**src/rtl/regfile_mp_scoreboard.sv**
```systemverilog
`default_nettype none
// ============================================================================
// Module      : regfile_mp_scoreboard
// Description : Multi-port GPR file with write-through bypass and busy scoreboard.
// Revision    : 1.0 - initial release
// ============================================================================
module regfile_mp_scoreboard #(
    parameter int DATA_W   = 32,
    parameter int ADDR_W   = 5,
    parameter int NUM_RD   = 2,
    parameter int ZERO_REG = 1
) (
    input  logic                     clk,
    input  logic                     rst,
    input  logic [NUM_RD*ADDR_W-1:0] rd_addr,
    output logic [NUM_RD*DATA_W-1:0] rd_data,
    output logic [NUM_RD-1:0]        rd_busy,
    input  logic                     wr0_en,
    input  logic [ADDR_W-1:0]        wr0_addr,
    input  logic [DATA_W-1:0]        wr0_data,
    input  logic                     wr1_en,
    input  logic [ADDR_W-1:0]        wr1_addr,
    input  logic [DATA_W-1:0]        wr1_data,
    input  logic                     claim_en,
    input  logic [ADDR_W-1:0]        claim_addr,
    input  logic                     flush,
    output logic [ADDR_W:0]          busy_cnt
);

    localparam int c_DEPTH = 2**ADDR_W;
    localparam int c_CNT_W = ADDR_W + 1;

    logic [DATA_W-1:0]  regs_q [c_DEPTH];
    logic [DATA_W-1:0]  regs_d [c_DEPTH];
    logic [c_DEPTH-1:0] busy_q;
    logic [c_DEPTH-1:0] busy_d;
    logic [c_CNT_W-1:0] busy_cnt_q;
    logic [c_CNT_W-1:0] busy_cnt_d;

    logic w_wr0_ok;
    logic w_wr1_ok;
    logic w_claim_ok;
    logic w_inc;
    logic w_dec0;
    logic w_dec1;

    assign w_wr0_ok   = wr0_en   && !((ZERO_REG != 0) && (wr0_addr   == '0));
    assign w_wr1_ok   = wr1_en   && !((ZERO_REG != 0) && (wr1_addr   == '0));
    assign w_claim_ok = claim_en && !((ZERO_REG != 0) && (claim_addr == '0));

    // Count deltas are derived from the old busy vector: a set needs a clear bit,
    // a release needs a set bit, so both can never hit the same register.
    assign w_inc  = w_claim_ok && !busy_q[claim_addr];
    assign w_dec0 = wr0_en && busy_q[wr0_addr]
                    && !(w_claim_ok && (claim_addr == wr0_addr));
    assign w_dec1 = wr1_en && busy_q[wr1_addr]
                    && !(w_claim_ok && (claim_addr == wr1_addr))
                    && !(wr0_en && (wr0_addr == wr1_addr));

    always_comb begin
        regs_d = regs_q;
        if (w_wr0_ok) regs_d[wr0_addr] = wr0_data;
        if (w_wr1_ok) regs_d[wr1_addr] = wr1_data;
    end

    always_comb begin
        busy_d     = busy_q;
        busy_cnt_d = busy_cnt_q + c_CNT_W'(w_inc) - c_CNT_W'(w_dec0) - c_CNT_W'(w_dec1);
        if (wr0_en) busy_d[wr0_addr] = 1'b0;
        if (wr1_en) busy_d[wr1_addr] = 1'b0;
        if (w_claim_ok) busy_d[claim_addr] = 1'b1;
        if (flush) begin
            busy_d     = '0;
            busy_cnt_d = '0;
        end
    end

    always_ff @(posedge clk or posedge rst) begin
        if (rst) begin
            for (int i = 0; i < c_DEPTH; i++) regs_q[i] <= '0;
            busy_q     <= '0;
            busy_cnt_q <= '0;
        end else begin
            regs_q     <= regs_d;
            busy_q     <= busy_d;
            busy_cnt_q <= busy_cnt_d;
        end
    end

    assign busy_cnt = busy_cnt_q;

    generate
        for (genvar k = 0; k < NUM_RD; k++) begin : g_rd
            logic [ADDR_W-1:0] w_addr;
            logic [DATA_W-1:0] w_data;
            logic              w_rel;

            assign w_addr = rd_addr[k*ADDR_W +: ADDR_W];
            assign w_rel  = (wr0_en && (wr0_addr == w_addr)) ||
                            (wr1_en && (wr1_addr == w_addr));

            // Later assignments take priority: zero reg, then wr1, then wr0.
            always_comb begin
                w_data = regs_q[w_addr];
                if (wr0_en && (wr0_addr == w_addr)) w_data = wr0_data;
                if (wr1_en && (wr1_addr == w_addr)) w_data = wr1_data;
                if ((ZERO_REG != 0) && (w_addr == '0)) w_data = '0;
            end

            assign rd_data[k*DATA_W +: DATA_W] = w_data;
            assign rd_busy[k] = busy_q[w_addr] & ~w_rel;
        end
    endgenerate

endmodule
`default_nettype wire

```
**config.mk**
```make
export PLATFORM = sky130hd
export DESIGN_NAME = regfile_mp_scoreboard
export DESIGN_NICKNAME = d
export VERILOG_FILES = /design/src/rtl/regfile_mp_scoreboard.sv
export SDC_FILE = /design/constraint.sdc
export NUM_CORES = 2
export LEC_CHECK = 0
export BUFFER_PORTS_ARGS = -buffer_cell sky130_fd_sc_hd__buf_4
export CAP_MARGIN = 20
export CELL_PAD_IN_SITES_DETAIL_PLACEMENT = 0
export CELL_PAD_IN_SITES_GLOBAL_PLACEMENT = 2
export CORE_MARGIN = 2
export CORE_UTILIZATION = 43
export CTS_BUF_LIST = sky130_fd_sc_hd__clkbuf_4 sky130_fd_sc_hd__clkbuf_8 sky130_fd_sc_hd__clkbuf_16
export DETAILED_ROUTE_END_ITERATION = 7
export PLACE_DENSITY = 0.92
export SETUP_SLACK_MARGIN = 0.3
export SLEW_MARGIN = 0
export SYNTH_ARGS = -nofsm -noshare
export SYNTH_HDL_FRONTEND = slang
export SYNTH_SLANG_ARGS = --single-unit
```
**constraint.sdc**
```tcl
create_clock -name clk -period 36.3 [get_ports clk]
set_input_delay 0 -clock clk [delete_from_list [all_inputs] [get_ports clk]]
set_output_delay 0 -clock clk [all_outputs]
set_load 0.1 [all_outputs]
```
After elaboration in Yosys (flattened, before gate mapping) --
Index checks and enable logic that the tools add are counted. Widths: inputs -> output; s select.
Storage, ports and cells: register bits 1062, output and inout port bits 72, logic and storage cells 147
Operators by class: $add $sub $neg 3, $lt $le $gt $ge 14, equal/unequal tests 7, mux-type cells 41, bitwise logic cells 13, reduce and logical (&&, ||, !) cells 35
Operators with widths (number):
- $bwmux 1024 | 2
- $mux 1024 | 2
- $mux 32 | 16
- $bmux 32 s5 | 2
- $demux 32 s5 | 2
- $and 32x32->32 | 2
- $not 32->32 | 2
- $eq 5x5->1 | 7
- $or 32x32->32 | 1
- $lt 5x6->1 const B | 5
- $bmux 1 s5 | 5
- $logic_not 5->1 | 5
- $ge 6x6->1 const B | 4
- $not 5->6 | 4
- $logic_and 1x1->1 | 21
- $demux 1 s5 | 3
- $ge 5x1->1 const B | 3
- $lt 6x1->1 const B | 2
- $sub 6x1->6 | 2
- $mux 1 | 8
- $logic_not 1->1 | 7
- $add 6x1->6 | 1
- $mux 6 | 1
- $and 1x1->1 | 2
- other kinds (2) | 4

Depth between registers and ports, before layout --
depth after elaboration 12, depth in mapped cells 18, depth with buffers taken out 17

Worst setup path after synthesis --
OpenSTA, ideal clock, no wires.
path type input port to output port, start input port rd_addr[5], end output port rd_data[61], arrival 4.157 ns, required time 36.300 ns, setup slack 32.143 ns, stages 9, path buffers 5, cells stage by stage buf_6 buf_6 buf_4 buf_6 buf_4 a211oi_1 a21oi_1 o22ai_1 o41ai_1
Between the ends: longest elaborated chain between the ends 7, elaborated cells between the ends (all ways) 12, classes of those cells eq/ne: 2; mux: 6; bitwise: 1; reduce/logical: 3
Ends and longest elaborated chain:
- from (decl) | line 15 | input logic [NUM_RD*ADDR_W-1:0] rd_addr,
- $not 5->6 (not written as such) | line 104 | w_data = regs_q[w_addr];
- $bmux 32 s5 | line 104
- $mux 32 (not written as such) (2 in a row) | line 104
- $mux 32 | line 105 | if (wr0_en && (wr0_addr == w_addr)) w_data = wr0_data;
- $mux 32 | line 106 | if (wr1_en && (wr1_addr == w_addr)) w_data = wr1_data;
- $mux 32 (*) | line 107 | if ((ZERO_REG != 0) && (w_addr == '0)) w_data = '0;
- to (decl) | line 16 | output logic [NUM_RD*DATA_W-1:0] rd_data,
Every way passes the cells marked *; elsewhere a longest branch is shown, timed or not. The select of a mux whose other input is x is not followed.

Worst setup path in the final report --
start input port rd_addr[5], end output port rd_data[35]
The elaborated chain is that of the path after synthesis.

==> results_dict.tcl <==
set metrics [dict create \
    run_status "finished, violations left" \
    violations "DRC" \
    gr-total-overflow 0 \
    power_density_nw_per_um2 55.7 \
    grt_pass1_vias 54800 \
    rsz0062_at_grt "false" \
    gp_congestion 0.924 \
    cts.clk_slew.worst_paths_ps 70 \
    syn_inst 6584 \
    cts_setup_buffers 0 \
    synthFlopType "dfrtp_1" \
    r2r_cells 15 \
    cts_buffers 117 \
    first_pass_iters 8 \
    power.total_mw 4.23 \
    track_usage_pct 35.2 \
    cp-end-kind "primary output" \
    antenna_found_initial 24 \
    drive_gt1_share_pct 17.7 \
    vias 57400 \
    die_area_um2 163000 \
    final_common_cell "mux2i_1" \
    cts_root_buf "clkbuf_16" \
    wl_per_cell_um 34.5 \
    period_share_pct 12.4 \
    finalHoldViolations 0 \
    synth_area_um2 68700 \
    antenna_left 0 \
    yosys_register_bits 1062 \
    intPower_mw 2.80 \
    grt_pass1_wl_mm 413 \
    synthArstFlopShare_pct 100 \
    clock_latency_ps 770 \
    layout.nets 6373 \
    switching_share_pct 33.9 \
    max_freq_ghz 0.222 \
    finalSetupTns_ps 0 \
    htreeDepth 3 \
    netSwitchingPower_mw 1.44 \
    dp_hpwl_mm 162 \
    drc_errors 1 \
    vdd_drop_max_mv 0.0408 \
    report.final.slew_viol_count 0 \
    finalSetupViolations 0 \
    die_h_um 404 \
    die_x_um 404 \
    path_class "in -> out" \
    placementRows 146 \
    synth_fp_nets 6687 \
    drtIter0Drc 8995 \
    pwr-share-seq_pct 40.8 \
    avgSynthCellArea_um2 10.4 \
    max-slew-margin-rel_pct 15.5 \
    core_area_um2 159000 \
    synthToLayoutAreaGrowth_pct 10.5 \
    drt_wl_total_mm 292 \
    cp_data_arrival_time_ps 4510 \
    cap_violations 0 \
    via_per_inst 6.79 \
    required_ps 36300 \
    crit_fanout 110 \
    combPwrFrac_pct 28.8 \
    synth-edff-count 0 \
    leakage_nw 32.4 \
    whs_path_depth 4 \
    synth_cell_types 61 \
    io_pins 167 \
    start_kind "primary input" \
    final_cell_mix "mux2i_1 (1111), dfrtp_1 (1062), nand2_1 (663)" \
    numPortBuffers 166 \
    clk_path_buf_depth 3 \
    clock_sinks 1062 \
    synth_top_area_share_pct 38.7 \
    min_path_type "in -> reg" \
    hold_ws_ps 82.1 \
    pwr-share-clk_pct 30.4 \
    ys_seq_area_share_pct 38.7 \
    initial_core_util_pct 43.3 \
    synthTopCellsByArea "dfrtp_1 (39%), mux4_2 (17%), mux2i_1 (16%)" \
    finalCriticalPeriod_ps 4510 \
    tightest_slew_ps 1260 \
    yosys_warnings 0 \
    yosysTopAreaCell "dfrtp_1" \
    cts_tree "done" \
    grt_max_degree 154 \
    finClkSkew_ps 31.2 \
]
repair_timing:
item | 4_1_cts | 5_1_grt
gates resized for setup | 0 | 0
hold buffers | 120 | 0
setup endpoints to repair | 0 | 0
endpoints found under the hold margin | 1125 | 0
power by group through the flow:
stage                     combinational, mW  clock, mW  sequential (mW)
after floorplan                       0.915          0             1.66
after global placement                 1.14          0             1.71
after detailed placement               1.17          0             1.73
after CTS                              1.19       1.29             1.71
after global routing                   1.29       1.34             1.76
final                                  1.22       1.29             1.73
critical path, stage by stage:
cell	delay [ps]
buf_8	590
buf_4	830
buf_12	760
mux4_2	600
mux4_2	620
nand3_1	130
nand3_1	310
buf_4	370
worst paths after layout:
check                            start           to  slack (ps)
max in group asynchronous          rst  regs_q[467]       32520
min in group asynchronous          rst  busy_cnt[5]         540
min reg2reg                regs_q[993]  regs_q[993]         400
min                        wr1_addr[1]    busy_q[0]          80
max                         rd_addr[5]  rd_data[35]       31790
max reg2reg                 busy_q[31]  busy_cnt[5]       32680
kinds of logic after synthesis:
family                   count (synthesis)  share of synthesized area (%)
AO/OA/AOI/OAI                         1405                           11.5
XOR/XNOR                                39                          0.497
adder cells (fa/ha/maj)                  8                          0.167
buffers and inverters                  863                           5.47
flip-flops                            1062                           38.7
multiplexers                          1668                           34.6
AND/OR/NAND/NOR                       1539                           9.06
state kept, by name, summed over array words and instances, names as in the netlist:
signal / flops
busy_q: 32
regs_q: 1024
busy_cnt: 6
cell type report:
| type | count | area (um^2) |
|---|---|---|
| Multi-Input combinational cell | 4659 | 38900 |
| Inverter | 16 | 71.3 |
| Fill cell | 14400 | 82600 |
| Sequential cell | 1062 | 26600 |
| Clock inverter | 46 | 568 |
| Tap cell | 2072 | 2590 |
| Antenna cell | 15 | 37.5 |
| Timing Repair Buffer | 414 | 3640 |
| Clock buffer | 170 | 3510 |
stage by stage:
step	instances	area (um^2)	setup WS [ps]	utilization, %
global route	8439	75900	31670	47.9
floorplan	6584	68700	6410	-
global placement	8096	70400	31910	44.4
CTS	8432	75700	31880	47.7
finish	8454	75900	31790	47.9
detailed placement	8096	70400	31870	44.4
cell usage after synthesis, types with 5 or more instances:
master,n
a211oi_1,14
a21o_1,11
a21oi_1,612
a221o_1,41
a221oi_1,62
a22oi_1,31
a311oi_1,7
a31oi_1,9
a32oi_1,39
and2_1,10
and3_1,10
and3b_1,6
buf_1,129
buf_2,130
buf_4,31
buf_6,25
clkbuf_1,524
clkbuf_2,5
dfrtp_1,1062
ha_1,6
inv_1,11
mux2i_1,1111
mux4_1,34
mux4_2,523
nand2_1,695
nand2b_1,8
nand3_1,83
nand3b_1,16
nand4_1,10
nor2_1,629
nor2_2,5
nor2b_1,11
nor3_1,31
nor3b_1,6
nor4_1,9
o211ai_1,9
o21a_1,8
o21ai_0,503
o21ai_1,37
o22ai_1,5
xnor2_1,17
xor2_1,22
per-layer routing:
metal / track usage, % / vias up / wire length (um)
met5: 0.327 / - / 194
met4: 23.5 / 20 / 23000
met3: 11.2 / 1116 / 37700
met2: 51.1 / 4335 / 125000
met1: 45.0 / 28500 / 106000
li1: - / 23400 / -
Power figures use the tool's default switching activity.
